==> src/rtl/ws2812_rx.sv <==
//=============================================================================
// Module      : ws2812_rx
// Description : WS2812 single-wire stream decoder. It classifies bits by their
//               high-pulse width and flags the long-low latch gap.
// Revision    : 1.0 - initial release
//=============================================================================
`default_nettype none

module ws2812_rx #(
    parameter int ONE_THRESH = 6,
    parameter int MIN_HIGH   = 2,
    parameter int MAX_HIGH   = 12,
    parameter int LATCH_LOW  = 64,
    parameter int CNT_W      = $clog2(LATCH_LOW + 1)
) (
    input  logic       clk,
    input  logic       reset,
    input  logic       din,
    output logic [7:0] data,
    output logic       valid,
    output logic       latch,
    output logic       error
);

    localparam logic [CNT_W-1:0] c_CNT_MAX    = {CNT_W{1'b1}};
    localparam logic [CNT_W-1:0] c_ONE_THRESH = CNT_W'(ONE_THRESH);
    localparam logic [CNT_W-1:0] c_MIN_HIGH   = CNT_W'(MIN_HIGH);
    localparam logic [CNT_W-1:0] c_MAX_HIGH   = CNT_W'(MAX_HIGH);
    localparam logic [CNT_W-1:0] c_LATCH_LOW  = CNT_W'(LATCH_LOW);
    localparam logic [CNT_W-1:0] c_CNT_ONE    = CNT_W'(1);

    typedef enum logic [1:0] {
        S_WAIT_GAP = 2'd0,
        S_IDLE     = 2'd1,
        S_HIGH     = 2'd2,
        S_LOW      = 2'd3
    } state_t;

    state_t           r_state, w_state_nxt;
    logic             r_sync1, r_s, r_s_prev;
    logic [CNT_W-1:0] r_hcnt, w_hcnt_nxt;
    logic [CNT_W-1:0] r_lcnt, w_lcnt_nxt;
    logic [7:0]       r_shift, w_shift_nxt;
    logic [2:0]       r_bitcnt, w_bitcnt_nxt;
    logic [7:0]       r_data, w_data_nxt;
    logic             r_valid, w_valid_nxt;
    logic             r_latch, w_latch_nxt;
    logic             r_error, w_error_nxt;

    logic             w_rise, w_fall, w_bit;
    logic [CNT_W-1:0] w_hcnt_inc, w_lcnt_inc;
    logic [7:0]       w_shifted;

    assign w_rise     = r_s & ~r_s_prev;
    assign w_fall     = ~r_s & r_s_prev;
    assign w_hcnt_inc = (r_hcnt == c_CNT_MAX) ? r_hcnt : r_hcnt + 1'b1;
    assign w_lcnt_inc = (r_lcnt == c_CNT_MAX) ? r_lcnt : r_lcnt + 1'b1;
    assign w_bit      = (r_hcnt >= c_ONE_THRESH);
    assign w_shifted  = {r_shift[6:0], w_bit};

    always_ff @(posedge clk) begin
        if (reset) begin
            r_sync1  <= 1'b0;
            r_s      <= 1'b0;
            r_s_prev <= 1'b0;
            r_state  <= S_WAIT_GAP;
            r_hcnt   <= '0;
            r_lcnt   <= '0;
            r_shift  <= '0;
            r_bitcnt <= '0;
            r_data   <= '0;
            r_valid  <= 1'b0;
            r_latch  <= 1'b0;
            r_error  <= 1'b0;
        end else begin
            r_sync1  <= din;
            r_s      <= r_sync1;
            r_s_prev <= r_s;
            r_state  <= w_state_nxt;
            r_hcnt   <= w_hcnt_nxt;
            r_lcnt   <= w_lcnt_nxt;
            r_shift  <= w_shift_nxt;
            r_bitcnt <= w_bitcnt_nxt;
            r_data   <= w_data_nxt;
            r_valid  <= w_valid_nxt;
            r_latch  <= w_latch_nxt;
            r_error  <= w_error_nxt;
        end
    end

    always_comb begin
        w_state_nxt  = r_state;
        w_hcnt_nxt   = r_hcnt;
        w_lcnt_nxt   = r_lcnt;
        w_shift_nxt  = r_shift;
        w_bitcnt_nxt = r_bitcnt;
        w_data_nxt   = r_data;
        w_valid_nxt  = 1'b0;
        w_latch_nxt  = 1'b0;
        w_error_nxt  = 1'b0;

        case (r_state)
            // Wait out any truncated pulse before trusting the line again.
            S_WAIT_GAP: begin
                if (r_s) begin
                    w_lcnt_nxt = '0;
                end else if (w_lcnt_inc >= c_LATCH_LOW) begin
                    w_lcnt_nxt  = '0;
                    w_state_nxt = S_IDLE;
                end else begin
                    w_lcnt_nxt = w_lcnt_inc;
                end
            end
            S_IDLE: begin
                if (w_rise) begin
                    w_hcnt_nxt  = c_CNT_ONE;
                    w_state_nxt = S_HIGH;
                end
            end
            S_HIGH: begin
                if (w_fall) begin
                    if ((r_hcnt < c_MIN_HIGH) || (r_hcnt > c_MAX_HIGH)) begin
                        w_error_nxt  = 1'b1;
                        w_bitcnt_nxt = '0;
                        w_lcnt_nxt   = '0;
                        w_state_nxt  = S_WAIT_GAP;
                    end else begin
                        w_shift_nxt = w_shifted;
                        w_lcnt_nxt  = c_CNT_ONE;
                        w_state_nxt = S_LOW;
                        if (r_bitcnt == 3'd7) begin
                            w_data_nxt   = w_shifted;
                            w_valid_nxt  = 1'b1;
                            w_bitcnt_nxt = '0;
                        end else begin
                            w_bitcnt_nxt = r_bitcnt + 3'd1;
                        end
                    end
                end else begin
                    w_hcnt_nxt = w_hcnt_inc;
                end
            end
            S_LOW: begin
                if (w_rise) begin
                    w_hcnt_nxt  = c_CNT_ONE;
                    w_state_nxt = S_HIGH;
                end else if (w_lcnt_inc >= c_LATCH_LOW) begin
                    w_latch_nxt = 1'b1;
                    w_lcnt_nxt  = '0;
                    w_state_nxt = S_IDLE;
                    if (r_bitcnt != 3'd0) begin
                        w_error_nxt  = 1'b1;
                        w_bitcnt_nxt = '0;
                    end
                end else begin
                    w_lcnt_nxt = w_lcnt_inc;
                end
            end
            default: w_state_nxt = S_WAIT_GAP;
        endcase
    end

    assign data  = r_data;
    assign valid = r_valid;
    assign latch = r_latch;
    assign error = r_error;

endmodule

`default_nettype wire

==> config.mk <==
export PLATFORM = sky130hd
export DESIGN_NAME = ws2812_rx
export DESIGN_NICKNAME = d
export VERILOG_FILES = /design/src/rtl/ws2812_rx.sv
export SDC_FILE = /design/constraint.sdc
export NUM_CORES = 1
export LEC_CHECK = 0
export BUFFER_PORTS_ARGS = -buffer_cell sky130_fd_sc_hd__buf_2
export CORE_ASPECT_RATIO = 1.1
export CORE_MARGIN = 2
export CORE_UTILIZATION = 50
export CTS_CLUSTER_SIZE = 16
export DETAILED_ROUTE_END_ITERATION = 8
export PLACE_DENSITY = 0.68
export REMOVE_ABC_BUFFERS = 1
export SLEW_MARGIN = 20
export SYNTH_ARGS = -nofsm -noshare
export SYNTH_HDL_FRONTEND = slang
export SYNTH_SLANG_ARGS = --single-unit
==> constraint.sdc <==
create_clock -name clk -period 3.6 [get_ports clk]
set_input_delay 0.36 -clock clk [delete_from_list [all_inputs] [get_ports clk]]
set_output_delay 0.36 -clock clk [all_outputs]
set_load 0.02 [all_outputs]
* Yosys cells after proc, flatten, opt, wreduce, memory -nomap -nowiden
Cells that the tools add are included.
** Word-level totals
- Latch bits :: 0
- Memories :: 0
- Bits in registers :: 40
- ROM bits :: 0
- Input port bits :: 3
- Memory bits (writable) :: 0
** Operators by class
- $add $sub $neg :: 3
- Mux-type cells :: 33
- Order comparisons :: 4
- Shift operators :: 0
- Reductions and logical operators :: 15
- Eq/ne operators :: 15
- Divide/modulo/power cells :: 0
- Bitwise gates (word level) :: 8
- Multiply operators :: 0
** Operators by type and width (number)
- two-way mux 7 bit :: 8
- case mux 7 bit (3 select lines) :: 1
- two-way mux 3 bit :: 6
- != test 2 bit, second input constant :: 8
- adder 7 x 1 -> 7 bit, second input constant :: 2
- == test 7 bit, second input constant :: 2
- case mux 7 bit (2 select lines) :: 1
- two-way mux 2 bit :: 6
- AND reduction 3 bit :: 3
- two-way mux 1 bit :: 8
- case mux 2 bit (4 select lines) :: 1
- AND reduction 4 bit :: 2
- greater-or-equal comparator 7 x 3 -> 1 bit, second input constant :: 1
- greater-or-equal comparator 7 bit, second input constant :: 1
- > comparator 7 x 4 -> 1 bit, second input constant :: 1
- < comparator 7 x 2 -> 1 bit, second input constant :: 1
- NOT 1 bit :: 6
- case mux 3 bit (2 select lines) :: 1
- nonzero test 3 bit :: 2
- AND reduction 5 bit :: 1
- == test 2 bit, second input constant :: 2
- nonzero test 2 bit :: 2
- OR reduction 4 bit :: 1
- adder 3 x 1 -> 3 bit, second input constant :: 1
- 9 further kinds :: 10

* Logic depth before layout (Yosys ltp)
- Depth in word-level cells :: 6
- Gate-level depth with buffers :: 7

* Worst setup path after synthesis
OpenSTA, ideal clock, no wires.
- Kind :: register to register
- Start :: reg r_hcnt[4]
- End :: reg r_data[0], in the netlist data[0]
- Library setup time :: 0.067 ns
- Setup slack :: 1.925 ns
- Arrival time :: 1.607 ns
- Buffers on the path :: 1
- Stages on the path, launching flop included :: 7
- Clock period less this slack :: 1.675 ns
- Cells stage by stage :: dfxtp_1 > or3_4 > nor4b_4 > buf_6 > nand2_8 > or2_1 > a21oi_2
** Between the ends
- Cells in the longest elaborated chain, start to end :: 4
- Elaborated cells between the ends (all ways) :: 6
** RTL lines
- from (decl) :: line 41 : logic [CNT_W-1:0] r_hcnt, w_hcnt_nxt;
- from (signal assigned) :: line 80 : r_hcnt <= w_hcnt_nxt;
- < comparator 7 x 2 -> 1 bit or > comparator 7 x 4 -> 1 bit (tied branches) :: line 122 : if ((r_hcnt < c_MIN_HIGH) || (r_hcnt > c_MAX_HIGH)) begin
- logical OR 1 bit :: line 122
- NOT 1 bit (no source line)
- AND reduction 4 bit (no source line)
- to (signal assigned) :: line 84 : r_data <= w_data_nxt;
- to (decl) :: line 45 : logic [7:0] r_data, w_data_nxt;
Several ways; a longest one is shown, not always the timed one.
A chain may end at the register's enable or synchronous reset.

* Worst setup path in the final report
Ends and elaborated chain as after synthesis.

==> impl_metrics.ini <==
[synthesis]
yosys_warnings = 0
synth_cell_type_count = 44
synthesis.area_um2 = 1810
synthAdderAreaFrac_pct = 4.15
synthXorXnorAreaFrac_pct = 1.45
yosys.area_share.simple_pct = 25.7
synth_compound_area_share_pct = 12.9
synth_edf_count = 0
synth_ff_type = dfxtp_1
synth.avg_cell_area_um2 = 9.37
synth.area.mux_share_pct = 8.30
synth_top_family_by_area = simple AND/OR/NAND/NOR gates
syn_inst = 193
ys_async_sr_fraction_pct = 0
synth-seq-cells = 40
yosysSeqAreaShare_pct = 44.3

[hold_path]
worstHoldPathCells = 2
min_path_type = in -> reg

[setup_path]
crit_chain = or3_4, nor4b_4, nand2_8, or2_1, a21oi_2
critPathSlowestCell = nor4b_4
critPathMaxStageDelay_ns = 0.79
cp.depth = 5
worstRegToRegCells = 5
crit_type = reg -> reg
start_kind = flip-flop
cp.buffers_inverters = 0
critPathTopFamily = simple AND/OR/NAND/NOR gates
cp_max_fo = 10
end_kind = flip-flop
crit_arrival_ns = 2.47
cp.required_ns = 3.89

[cts]
clock-sinks = 40
h-tree-depth = 2
cts_tree = done
cts_hold_buf = 0
clk_pin_slew_ns = 0.11
root_buffer = clkbuf_4
cts_resized = 0
insertion_delay_ns = 0.36
clk_path_buf_depth = 2
post_cts_buffers = 0
cts-buffers-inserted = 5

[placement]
placedCellCount = 246
hpwl_mm = 2.36
portBuffers = 13
pre_cts_ws_ns = 1.43
gp_congestion = 0.839

[run]
drv_cap = 0

[floorplanning]
io_pins = 14
rows = 22
die_x_um = 61.4
floorplan.initialDensity_pct = 53.0
die-area_um2 = 4120
die_y_um = 67.1
core-area_um2 = 3410

[route]
viasPerCell = 5.53
wl_mm = 3.33
firstDrtPassIters = 4
ant_nets = 0
drc = 0
post_drt_wl_per_cell_um = 13.1
drt_iter0_drc = 100
vias = 1404

[finish]
layout.cells.non_filler = 254
finalNetCount = 214
diodes = 0
syn_to_final_growth_pct = 9.61
drive_above_1_share_pct = 13.1

[global_routing]
grt_max_degree = 35
overflow = 0
antenna_found_initial = 0
grt_pass1_vias = 1399
grt_pass1_wl_mm = 6.00
gr-usage-all-layers_pct = 19.2

[sta]
grt_setup_unrepaired = false
finalSetupViolations = 0
period_share_pct = 60.7
hold-worst-slack_ns = 0.216
max-slew-margin-rel_pct = 41.3
tightestPinTransition_ns = 0.877
hold_viol_final = 0
clock.fmax_mhz = 458
drv_slew = 0
clock_skew_ns = 0.0106
setup_ws_ns = 1.42
fin_tns_setup_ns = 0
min_period_ns = 2.18

[pwr]
peakVddDrop_uv = 234
pwr_density_cell_nw_per_um2 = 399
leakage_nw = 0.836

[run_status]
status = complete, no violations
worst reg2reg max path: cells and delay by family, from the launching register on:
family             cells  cell delay, ns
and+or+nand+nor        4            1.64
DFF                    1            0.38
AOI/OAI and AO/OA      1            0.11
flip-flops by register name, summed over array words and instances (netlist names):
register	count
r_shift	7
r_s_prev	1
r_state	2
error	1
r_hcnt	7
r_s	1
valid	1
r_bitcnt	3
latch	1
r_lcnt	7
data	8
r_sync1	1
synthesized netlist by cell type (2+ instances only):
cell	count	area (um^2)
inv_1	4	15.0
nand3_1	5	25.0
o21ai_0	4	20.0
clkbuf_1	4	15.0
nand4_1	3	18.8
o31ai_1	4	30.0
nand2_1	13	48.8
nor4_1	2	12.5
o32a_1	2	20.0
and3_1	2	12.5
a21o_1	3	22.5
or2_1	2	12.5
mux2i_1	15	150
a211oi_1	4	30.0
xnor2_1	3	26.3
nor2b_1	7	43.8
nor3_1	6	30.0
nor2_1	27	101
nand2b_1	4	25.0
dfxtp_1	40	801
buf_2	3	15.0
nand4b_1	4	35.0
a21oi_1	6	30.0
ha_1	6	75.1
layer usage:
metal	routed length, um	GRT usage [%]	share of wire (%)
met5	0	0	0
met4	50	8.78	1.5
met3	144	5.63	4.3
met2	1550	29.7	46
met1	1590	24.3	48
where the power goes:
part | internal [mW] | switching [mW]
combinational | 0.00797 | 0.0125
sequential | 0.447 | 0.00378
clock | 0.166 | 0.153
final cells by class:
class | count | area (um^2)
Fill cell | 324 | 1430
Inverter | 5 | 18.8
Sequential cell | 40 | 801
Tap cell | 48 | 60.1
Clock inverter | 2 | 38.8
Clock buffer | 6 | 51.3
Multi-Input combinational cell | 140 | 948
Timing Repair Buffer | 13 | 65.1
per-stage QoR:
stage	power, mW	utilization (%)	instance area [um^2]
global placement	0.480	55.5	1890
floorplan	0.471	-	1770
detailed placement	0.481	55.5	1890
finish	0.790	58.1	1980
CTS	0.797	58.1	1980
global route	0.819	58.1	1980
cells in the final DEF, fill, tap and decap left out, types with 2 or more instances in the layout:
master    count
a21oi_1       6
clkbuf_4      5
inv_1         4
nand2_1      13
dfxtp_1      40
a211oi_1      4
nor4_1        2
o31ai_1       4
ha_1          6
o21ai_0       4
nand3_1       5
nor3_1        6
nand2b_1      4
a21o_1        3
or2_1         2
nand4_1       3
and3_1        2
buf_2        13
nor2b_1       7
mux2i_1      15
xnor2_1       3
nor2_1       27
o32a_1        2
nand4b_1      4
logic make-up after synthesis:
kind of cell             Yosys count
AO/OA/AOI/OAI                     33
XOR/XNOR                           3
adder cells (fa/ha/maj)            6
buffers and inverters             13
flip-flops                        40
multiplexers                      15
AND/OR/NAND/NOR                   83
final timing paths:
check / slack [ns] / from / endpoint
worst max register to register: 1.42 / r_hcnt[4] / data[0]
worst min-delay path: 0.22 / din / r_sync1
worst min register to register: 0.46 / r_sync1 / r_s
worst max-delay path: 1.42 / r_hcnt[4] / data[0]
No activity file was read; power rests on OpenSTA's default activity.
